===== src/rtl/uart_tx_fifo.sv =====
// uart_tx_fifo
//   UART transmitter with a small write FIFO. Bytes queued through TX_DATA/TX_EN
//   are sent as 8N1-style frames: one start bit, 8 data bits LSB first, an
//   optional parity bit and 1 or 2 stop bits. The bit rate is derived from
//   sysclk by an internal divider of CLKS_PER_BIT cycles per bit.
//
// Ports
//   sysclk     in   system clock, all logic on posedge
//   reset      in   asynchronous active-low reset
//   TX_DATA    in   byte to queue
//   TX_EN      in   write strobe, one byte per cycle while high
//   TX_STATUS  out  1 = FIFO has space
//   TX_BUSY    out  1 = frame on the line or bytes still queued
//   TX_DROP    out  one-cycle pulse: the previous cycle's write was rejected
//   UART_TX    out  serial line, idles high, registered
module uart_tx_fifo #(
  parameter int CLKS_PER_BIT = 10417,
  parameter int PARITY       = 0,
  parameter int STOP_BITS    = 1,
  parameter int FIFO_DEPTH   = 4
) (
  input  logic       sysclk,
  input  logic       reset,
  input  logic [7:0] TX_DATA,
  input  logic       TX_EN,
  output logic       TX_STATUS,
  output logic       TX_BUSY,
  output logic       TX_DROP,
  output logic       UART_TX
);

  localparam int TW = $clog2(CLKS_PER_BIT);
  localparam int PW = $clog2(FIFO_DEPTH);
  localparam int CW = $clog2(FIFO_DEPTH + 1);

  localparam logic [TW-1:0] BIT_LAST  = TW'(CLKS_PER_BIT - 1);
  localparam logic [TW-1:0] TIMER_ONE = TW'(1);
  localparam logic [PW-1:0] PTR_ONE   = PW'(1);
  localparam logic [CW-1:0] CNT_ONE   = CW'(1);
  localparam logic [CW-1:0] FIFO_FULL = CW'(FIFO_DEPTH);

  typedef enum logic [2:0] {IDLE, START, DATA, PAR, STOP} state_t;

  // FIFO storage and bookkeeping
  logic [7:0]    fifo_mem [FIFO_DEPTH];
  logic [PW-1:0] wr_ptr_reg;
  logic [PW-1:0] rd_ptr_reg;
  logic [CW-1:0] count_reg;
  logic [CW-1:0] count_next;
  logic          status_reg;
  logic          busy_reg;
  logic          drop_reg;

  // Transmit FSM
  state_t        state_reg;
  logic [TW-1:0] timer_reg;
  logic [2:0]    bit_idx_reg;
  logic          stop_idx_reg;
  logic [7:0]    shift_reg;
  logic          parity_reg;
  logic          tx_reg;

  logic [7:0] head;
  logic       head_parity;
  logic       bit_end;
  logic       stop_last;
  logic       frame_end;
  logic       pop;
  logic       push;
  logic       busy_next;

  assign head        = fifo_mem[rd_ptr_reg];
  assign head_parity = (PARITY == 2) ? ^head : ~^head;
  assign bit_end     = (timer_reg == BIT_LAST);
  assign stop_last   = (STOP_BITS == 1) ? 1'b1 : stop_idx_reg;
  assign frame_end   = (state_reg == STOP) && bit_end && stop_last;

  // The FSM takes a byte either from IDLE or straight out of the last stop
  // cycle, so consecutive frames carry no idle gap.
  assign pop  = (count_reg != '0) && ((state_reg == IDLE) || frame_end);

  // A full FIFO still accepts a write on the edge where the head is popped.
  assign push = TX_EN && ((count_reg != FIFO_FULL) || pop);

  always_comb begin
    count_next = count_reg;
    if (push && !pop) begin
      count_next = count_reg + CNT_ONE;
    end else if (pop && !push) begin
      count_next = count_reg - CNT_ONE;
    end
  end

  // Busy is registered from post-edge values so it lines up with the
  // registered FSM state and FIFO count.
  always_comb begin
    busy_next = (count_next != '0);
    if (pop || ((state_reg != IDLE) && !frame_end)) begin
      busy_next = 1'b1;
    end
  end

  always_ff @(posedge sysclk) begin
    if (push) begin
      fifo_mem[wr_ptr_reg] <= TX_DATA;
    end
  end

  always_ff @(posedge sysclk or negedge reset) begin
    if (!reset) begin
      wr_ptr_reg <= '0;
      rd_ptr_reg <= '0;
      count_reg  <= '0;
      status_reg <= 1'b1;
      busy_reg   <= 1'b0;
      drop_reg   <= 1'b0;
    end else begin
      if (push) begin
        wr_ptr_reg <= wr_ptr_reg + PTR_ONE;
      end
      if (pop) begin
        rd_ptr_reg <= rd_ptr_reg + PTR_ONE;
      end
      count_reg  <= count_next;
      status_reg <= (count_next != FIFO_FULL);
      busy_reg   <= busy_next;
      drop_reg   <= TX_EN && !push;
    end
  end

  always_ff @(posedge sysclk or negedge reset) begin
    if (!reset) begin
      state_reg    <= IDLE;
      timer_reg    <= '0;
      bit_idx_reg  <= '0;
      stop_idx_reg <= 1'b0;
      shift_reg    <= '0;
      parity_reg   <= 1'b0;
      tx_reg       <= 1'b1;
    end else begin
      case (state_reg)
        IDLE: begin
          timer_reg <= '0;
          tx_reg    <= 1'b1;
          if (pop) begin
            shift_reg  <= head;
            parity_reg <= head_parity;
            state_reg  <= START;
            tx_reg     <= 1'b0;
          end
        end

        START: begin
          if (bit_end) begin
            timer_reg   <= '0;
            bit_idx_reg <= '0;
            state_reg   <= DATA;
            tx_reg      <= shift_reg[0];
          end else begin
            timer_reg <= timer_reg + TIMER_ONE;
          end
        end

        DATA: begin
          if (bit_end) begin
            timer_reg <= '0;
            if (bit_idx_reg == 3'd7) begin
              if (PARITY != 0) begin
                state_reg <= PAR;
                tx_reg    <= parity_reg;
              end else begin
                state_reg    <= STOP;
                stop_idx_reg <= 1'b0;
                tx_reg       <= 1'b1;
              end
            end else begin
              // The line shows shift_reg[0]; the next bit is one place up.
              bit_idx_reg <= bit_idx_reg + 3'd1;
              shift_reg   <= {1'b0, shift_reg[7:1]};
              tx_reg      <= shift_reg[1];
            end
          end else begin
            timer_reg <= timer_reg + TIMER_ONE;
          end
        end

        PAR: begin
          if (bit_end) begin
            timer_reg    <= '0;
            state_reg    <= STOP;
            stop_idx_reg <= 1'b0;
            tx_reg       <= 1'b1;
          end else begin
            timer_reg <= timer_reg + TIMER_ONE;
          end
        end

        STOP: begin
          if (bit_end) begin
            timer_reg <= '0;
            if (stop_last) begin
              if (pop) begin
                shift_reg  <= head;
                parity_reg <= head_parity;
                state_reg  <= START;
                tx_reg     <= 1'b0;
              end else begin
                state_reg <= IDLE;
                tx_reg    <= 1'b1;
              end
            end else begin
              stop_idx_reg <= 1'b1;
            end
          end else begin
            timer_reg <= timer_reg + TIMER_ONE;
          end
        end

        default: begin
          state_reg <= IDLE;
          timer_reg <= '0;
          tx_reg    <= 1'b1;
        end
      endcase
    end
  end

  assign TX_STATUS = status_reg;
  assign TX_BUSY   = busy_reg;
  assign TX_DROP   = drop_reg;
  assign UART_TX   = tx_reg;

endmodule


===== config.mk =====
export PLATFORM = sky130hd
export DESIGN_NAME = uart_tx_fifo
export DESIGN_NICKNAME = d
export VERILOG_FILES = /design/src/rtl/uart_tx_fifo.sv
export SDC_FILE = /design/constraint.sdc
export NUM_CORES = 1
export LEC_CHECK = 0
export ABC_CLOCK_PERIOD_IN_PS = 7100
export BUFFER_PORTS_ARGS = -buffer_cell sky130_fd_sc_hd__buf_2
export CAP_MARGIN = 25
export CORE_ASPECT_RATIO = 1.25
export CORE_MARGIN = 1.5
export CORE_UTILIZATION = 30
export CTS_CLUSTER_DIAMETER = 200
export DETAILED_ROUTE_END_ITERATION = 10
export PLACE_DENSITY_LB_ADDON = 0.3
export SYNTH_ARGS = -nofsm -noshare
export SYNTH_HDL_FRONTEND = slang
export SYNTH_SLANG_ARGS = --single-unit

===== constraint.sdc =====
create_clock -name sysclk -period 7.1 [get_ports sysclk]
set_input_delay 0.71 -clock sysclk [delete_from_list [all_inputs] [get_ports sysclk]]
set_output_delay 0.71 -clock sysclk [all_outputs]
set_load 0.02 [all_outputs]

==> Yosys cells after proc, flatten, opt, wreduce, memory -nomap -nowiden <==
Memory sizes are Yosys's and may differ from the RTL's.
Index checks and enable logic that the tools add are counted.
{ "totals": {"ff_bits": 39, "mem_bits_rw": 32, "n_memories": 1, "elab_cells": 88} }
{ "memory_table": {"columns": ["name", "depth", "width", "read_ports", "rd_ports_with_merged_regs", "write_ports", "line_no", "text"], "rows": [
  ["fifo_mem", 4, 8, 1, 0, 1, "45", "logic [7:0] fifo_mem [FIFO_DEPTH];"]
]} }
{ "op_classes": {"n_reduce_logical": 24, "n_mux": 31, "addsub": 6, "eq_ne": 15} }
{ "ops": {"columns": ["operator", "count"], "rows": [
  ["$mux W3", 11],
  ["$mux W8", 4],
  ["$mux W14", 2],
  ["$pmux W8 S3", 1],
  ["$pmux W3 S5", 1],
  ["$add A14 B1 Y14 const B", 1],
  ["$eq A14 B14 Y1 const B", 1],
  ["$ne A2 B2 Y1 const B", 7],
  ["$reduce_and A4 Y1", 3],
  ["$reduce_bool A3 Y1", 4],
  ["$mux W1", 10],
  ["$logic_and A1 B1 Y1", 7],
  ["$add A3 B1 Y3 const B", 2],
  ["$eq A3 B2 Y1 const B", 2],
  ["$eq A3 B3 Y1 const B", 2],
  ["$ne A3 B3 Y1 const B", 2],
  ["$pmux W3 S2", 1],
  ["$reduce_and A6 Y1", 1],
  ["$pmux W1 S5", 1],
  ["$add A2 B1 Y2 const B", 2],
  ["$reduce_or A4 Y1", 1],
  ["$eq A3 B1 Y1 const B", 1],
  ["$logic_not A1 Y1", 3],
  ["$logic_not A3 Y1", 1],
  ["other kinds (3)", 5]
]} }

==> Longest topological paths before layout <==
{ "logic_depth": {"depth_word": 12, "mapped_depth": 10} }

==> Worst setup path before layout <==
No wires, ideal clock.
{ "synth_timing": {"path_kind": "reg-to-reg", "from": "register timer_reg[6]", "to": "memory fifo_mem[0][0], enable pin", "stages_incl_launch_ff": 7, "setup_ps": 332, "path_slack_ps": 4723, "path_buffers": 0, "t_required_ps": 6768, "t_arrival_ps": 2045, "path_cell_list": "dfrtp_1 -> or4b_4 -> nor4_4 -> o21a_1 -> nor2_1 -> nor2b_2 -> and2_1"} }
{ "synth_between": {"elab_chain_cells": 8} }
{ "synth_lines": {"columns": ["element", "line_no", "text"], "rows": [
  ["start: declaration", "56", "logic [TW-1:0] timer_reg;"],
  ["start signal: assignment", "160", "timer_reg <= timer_reg + TIMER_ONE;"],
  ["start signal: assignment", "183", "timer_reg <= timer_reg + TIMER_ONE;"],
  ["start signal: assignment", "194", "timer_reg <= timer_reg + TIMER_ONE;"],
  ["$eq A14 B14 Y1", "74", "assign bit_end = (timer_reg == BIT_LAST);"],
  ["$logic_and A1 B1 Y1", "76", "assign frame_end = (state_reg == STOP) && bit_end && stop_last;"],
  ["$logic_or A1 B1 Y1", "80", "assign pop = (count_reg != '0) && ((state_reg == IDLE) || frame_end);"],
  ["$logic_and A1 B1 Y1", "80", null],
  ["$logic_or A1 B1 Y1", "83", "assign push = TX_EN && ((count_reg != FIFO_FULL) || pop);"],
  ["$logic_and A1 B1 Y1", "83", null],
  ["$mux W1", "104", "if (push) begin"],
  ["$mux W1 (not written as such)", "105", "fifo_mem[wr_ptr_reg] <= TX_DATA;"],
  ["end: declaration", "45", null]
]} }
No other way between the ends.

==> Worst setup path after layout <==
{ "layout_timing": {"from": "register timer_reg[6]", "to": "memory fifo_mem[3][3], enable pin"} }
Same word-level chain as after synthesis.

==> results summary <==
The flow ran to the end, and the final reports show no timing, DRC or antenna violations. The starting DRC count in detailed routing came out at 90. The count of flip-flops with a built-in enable after synthesis came out at 32. The routed layout has 1956 vias.

The number of nets in the finished design is 302. For the pin with the worst max-slew slack, the measured transition is 0.966 ns. The critical register-to-register path endpoint is fifo_mem[3][3]$_DFFE_PP_. The clock tree from TritonCTS is built.

The depth of the most critical reg-to-reg path is 6. For this run, the total global-route usage over all layers was measured as 10.7%. The fraction of registers with async set or reset after synthesis is 54.9%. The synthesized design contains 71 register bits. The average routed wire per standard cell is 13.4 um. The first global-routing pass estimated 9830 um of wire.

The number of hold-repair buffers added at the cts stage is 0. The die covers 11800 um^2. The total number of placement rows is 42. The total power came out at 1.41 mW. The number of warnings printed during yosys synthesis is 0. In this run the worst hold path is classified as flop to flop. On the critical path, the stage with the largest delay is an instance of sky130_fd_sc_hd__nor4_4.

The area added between synthesis and finish is 13.6%. The analysis attributes to cell leakage a power of 1.49 nW. The count of buffers from port buffering is 14. The overall die height is 121 um. The category of the critical setup timing path is flop to flop. The number of failing hold endpoints at the final stage was 0. The sum of negative setup slack came out at 0 ns. The number of max-capacitance violations reported came out at 0. The worst setup path is launched from a flop.

For this run, the top clock speed supported by timing is 337 MHz. Summed over all layers, the routed wires come to 5610 um. At the worst endpoint, the arrival time is 2.96 ns.

The cell total after placement is 401. The setup slack of the most critical reg-to-reg path came out at 4.13 ns. The post-route netlist has 18.2% of its cells at a drive strength greater than 1. The worst IR drop on VDD came out at 0.000171 V.

The post-place setup slack came out at 4.11 ns. After floorplanning, the core was sized to cover 10700 um^2. The worst setup skew after layout is 0.00532 ns. The stage delay of the slowest cell on the critical path is 0.69 ns. In the routed design, unresolved DRC markers number 0. In this run, post-CTS repair resized a total of 0 instances. Setup repair after global routing left no endpoint under its margin. Detailed placement ended at an HPWL of 4060 um.

The number of antenna repair diodes is 0. The headroom to the max-slew limit came out at 35.3%. The biggest fanout along the worst timing path is 14. The clock net sink count is 71. The startpoint identified for the worst register-to-register timing path is timer_reg[6]$_DFF_PN0_.

The max-slew violation count came out at 0. For this design the ratio of total power to cell area is 371 nW/um^2. In this run the remaining antenna-violating nets after routing total 0. The total clock buffers created by CTS is 9. The clock root buffer is sky130_fd_sc_hd__clkbuf_16. The per-cell via count in the routed design came out at 4.69. The number of antenna violations at the first check in global routing is 0. The source-to-sink clock delay at the later pin of the worst-skew pair is 0.33 ns. The synthesized net count is 288.

For this run, the leading register cell type out of synthesis is sky130_fd_sc_hd__dfrtp_1. CTS built an H-tree with a depth of 3. The instance area at placement came out at 3490 um^2. The number of buffers added for setup after CTS is 0.

The library cell used most frequently in the layout, excluding fill and tap cells, is sky130_fd_sc_hd__dfrtp_1. The worst path meets setup with 4.13 ns of slack. After layout, the minimum clock period comes to 2.97 ns.

After routing the design area is 3790 um^2. The post-route fraction of the period consumed by the critical path came out at 41.8%. Tracing the worst setup path back leads to its startpoint at timer_reg[6]$_DFF_PN0_. The kind of capture point of the worst setup path is a flop. The critical path goes through or4b_4 -> nor4_4 -> o21a_1 -> nor2_1 -> nor2b_2 -> and2_1. The register area share after synthesis came out at 58.1%.

The starting density of the core is 31.2%. The first detailed-routing pass took 4 iterations. The post-CTS clock slew at the launch and capture registers of the worst setup and hold paths is 0.06 ns. The maximum number of buffers from clock root to sink came out at 2. Final hold analysis gives a worst-case slack of 0.479 ns. The fraction of the core area covered by cells at the end of the flow came out at 35.4%.

After global routing the overflow that remains totals 0. The number of library cell types mapped by synthesis came out at 54. The required time at the worst-slack endpoint came out at 7.09 ns. The x dimension of the die is 97.4 um. The average footprint of a synthesized cell is 12.6 um^2. The instance count of the mapped netlist came out at 266. The post-synthesis instance area is 3340 um^2.

The final estimated routing congestion in global placement came out at 0.737. The top cell types in the final layout, fill and taps aside, are sky130_fd_sc_hd__dfrtp_1, sky130_fd_sc_hd__edfxtp_1, sky130_fd_sc_hd__nor2_1. 15 I/O pins were placed. The count of final setup violators is 0. The pin count of the biggest net entering global routing is 40. Leaving out filler cells and counting taps, the final layout contains 417. The register with the most flip-flops in the layout has 32 of them. The number of global-route vias before repair came out at 2005. Following the worst setup path forward leads to its endpoint at fifo_mem[3][3]$_DFFE_PP_.
critical path, delay by kind of cell (launching register included):
kind	cells	cell delay [ns]
simple gates	5	1.98
compound gates	1	0.24
flops	1	0.40
area by class of cell:
type                       count  area [um^2]
multi-input combinational    174         1280
tap                          132          165
fill                        1063         6930
clock inverter                 6         68.8
inverter                      10         37.5
sequential                    71         1940
timing repair buffer          14         70.1
clock buffer                  10          229
how the worst min path moves through the flow:
stage	from	to	slack (ns)	cells after the start
after global routing	shift_reg[4]$_DFFE_PN0P_	shift_reg[4]$_DFFE_PN0P_	0.52	2
after CTS	shift_reg[5]$_DFFE_PN0P_	shift_reg[5]$_DFFE_PN0P_	0.48	2
after global placement	shift_reg[5]$_DFFE_PN0P_	shift_reg[5]$_DFFE_PN0P_	0.46	2
after floorplan	reset	TX_BUSY$_DFF_PN0_	0.41	0
after detailed placement	shift_reg[5]$_DFFE_PN0P_	shift_reg[5]$_DFFE_PN0P_	0.47	2
final	shift_reg[5]$_DFFE_PN0P_	shift_reg[5]$_DFFE_PN0P_	0.48	2
cells by family (layout without fill, tap and decap cells):
kind of cell / Yosys count / in the layout / share of synthesized area [%]
fa+ha+maj: 11 / 11 / 4.12
compound gates: 35 / 35 / 6.93
buf+inv: 21 / 40 / 3.52
flops: 71 / 71 / 58.1
xor+xnor: 18 / 18 / 4.72
simple gates: 92 / 92 / 14.2
mux: 18 / 18 / 8.47
where the power goes:
part	leakage (nW)	internal (mW)	total, mW	switching, mW
Clock	0.143	0.274	0.446	0.172
Combinational	0.565	0.164	0.329	0.165
Sequential	0.784	0.542	0.630	0.0875
layer usage:
layer | GRT usage [%] | vias up | routed length [um]
met5 | 0 | - | 0
li1 | - | 964 | -
met2 | 17.0 | 27 | 2740
met3 | 3.28 | 11 | 175
met1 | 13.4 | 954 | 2560
met4 | 5.09 | 0 | 134
synthesized netlist by cell type, drive strengths merged, types with 4 or more instances:
cell type / count / area share [%]
dfrtp: 37 / 28
edfxtp: 32 / 29
nor2: 28 / 3.1
nand2: 23 / 2.6
o21ai: 16 / 2.8
ha: 11 / 4.1
xnor2: 10 / 2.6
inv: 9 / 1.0
mux2i: 8 / 2.4
mux4: 8 / 5.4
nand3: 8 / 1.2
xor2: 8 / 2.1
buf: 7 / 1.6
a21oi: 5 / 0.86
and2: 5 / 0.94
nor2b: 5 / 1.0
clkbuf: 4 / 0.75
nand2b: 4 / 0.75
or2: 4 / 0.75
Power figures use the tool's default switching activity.
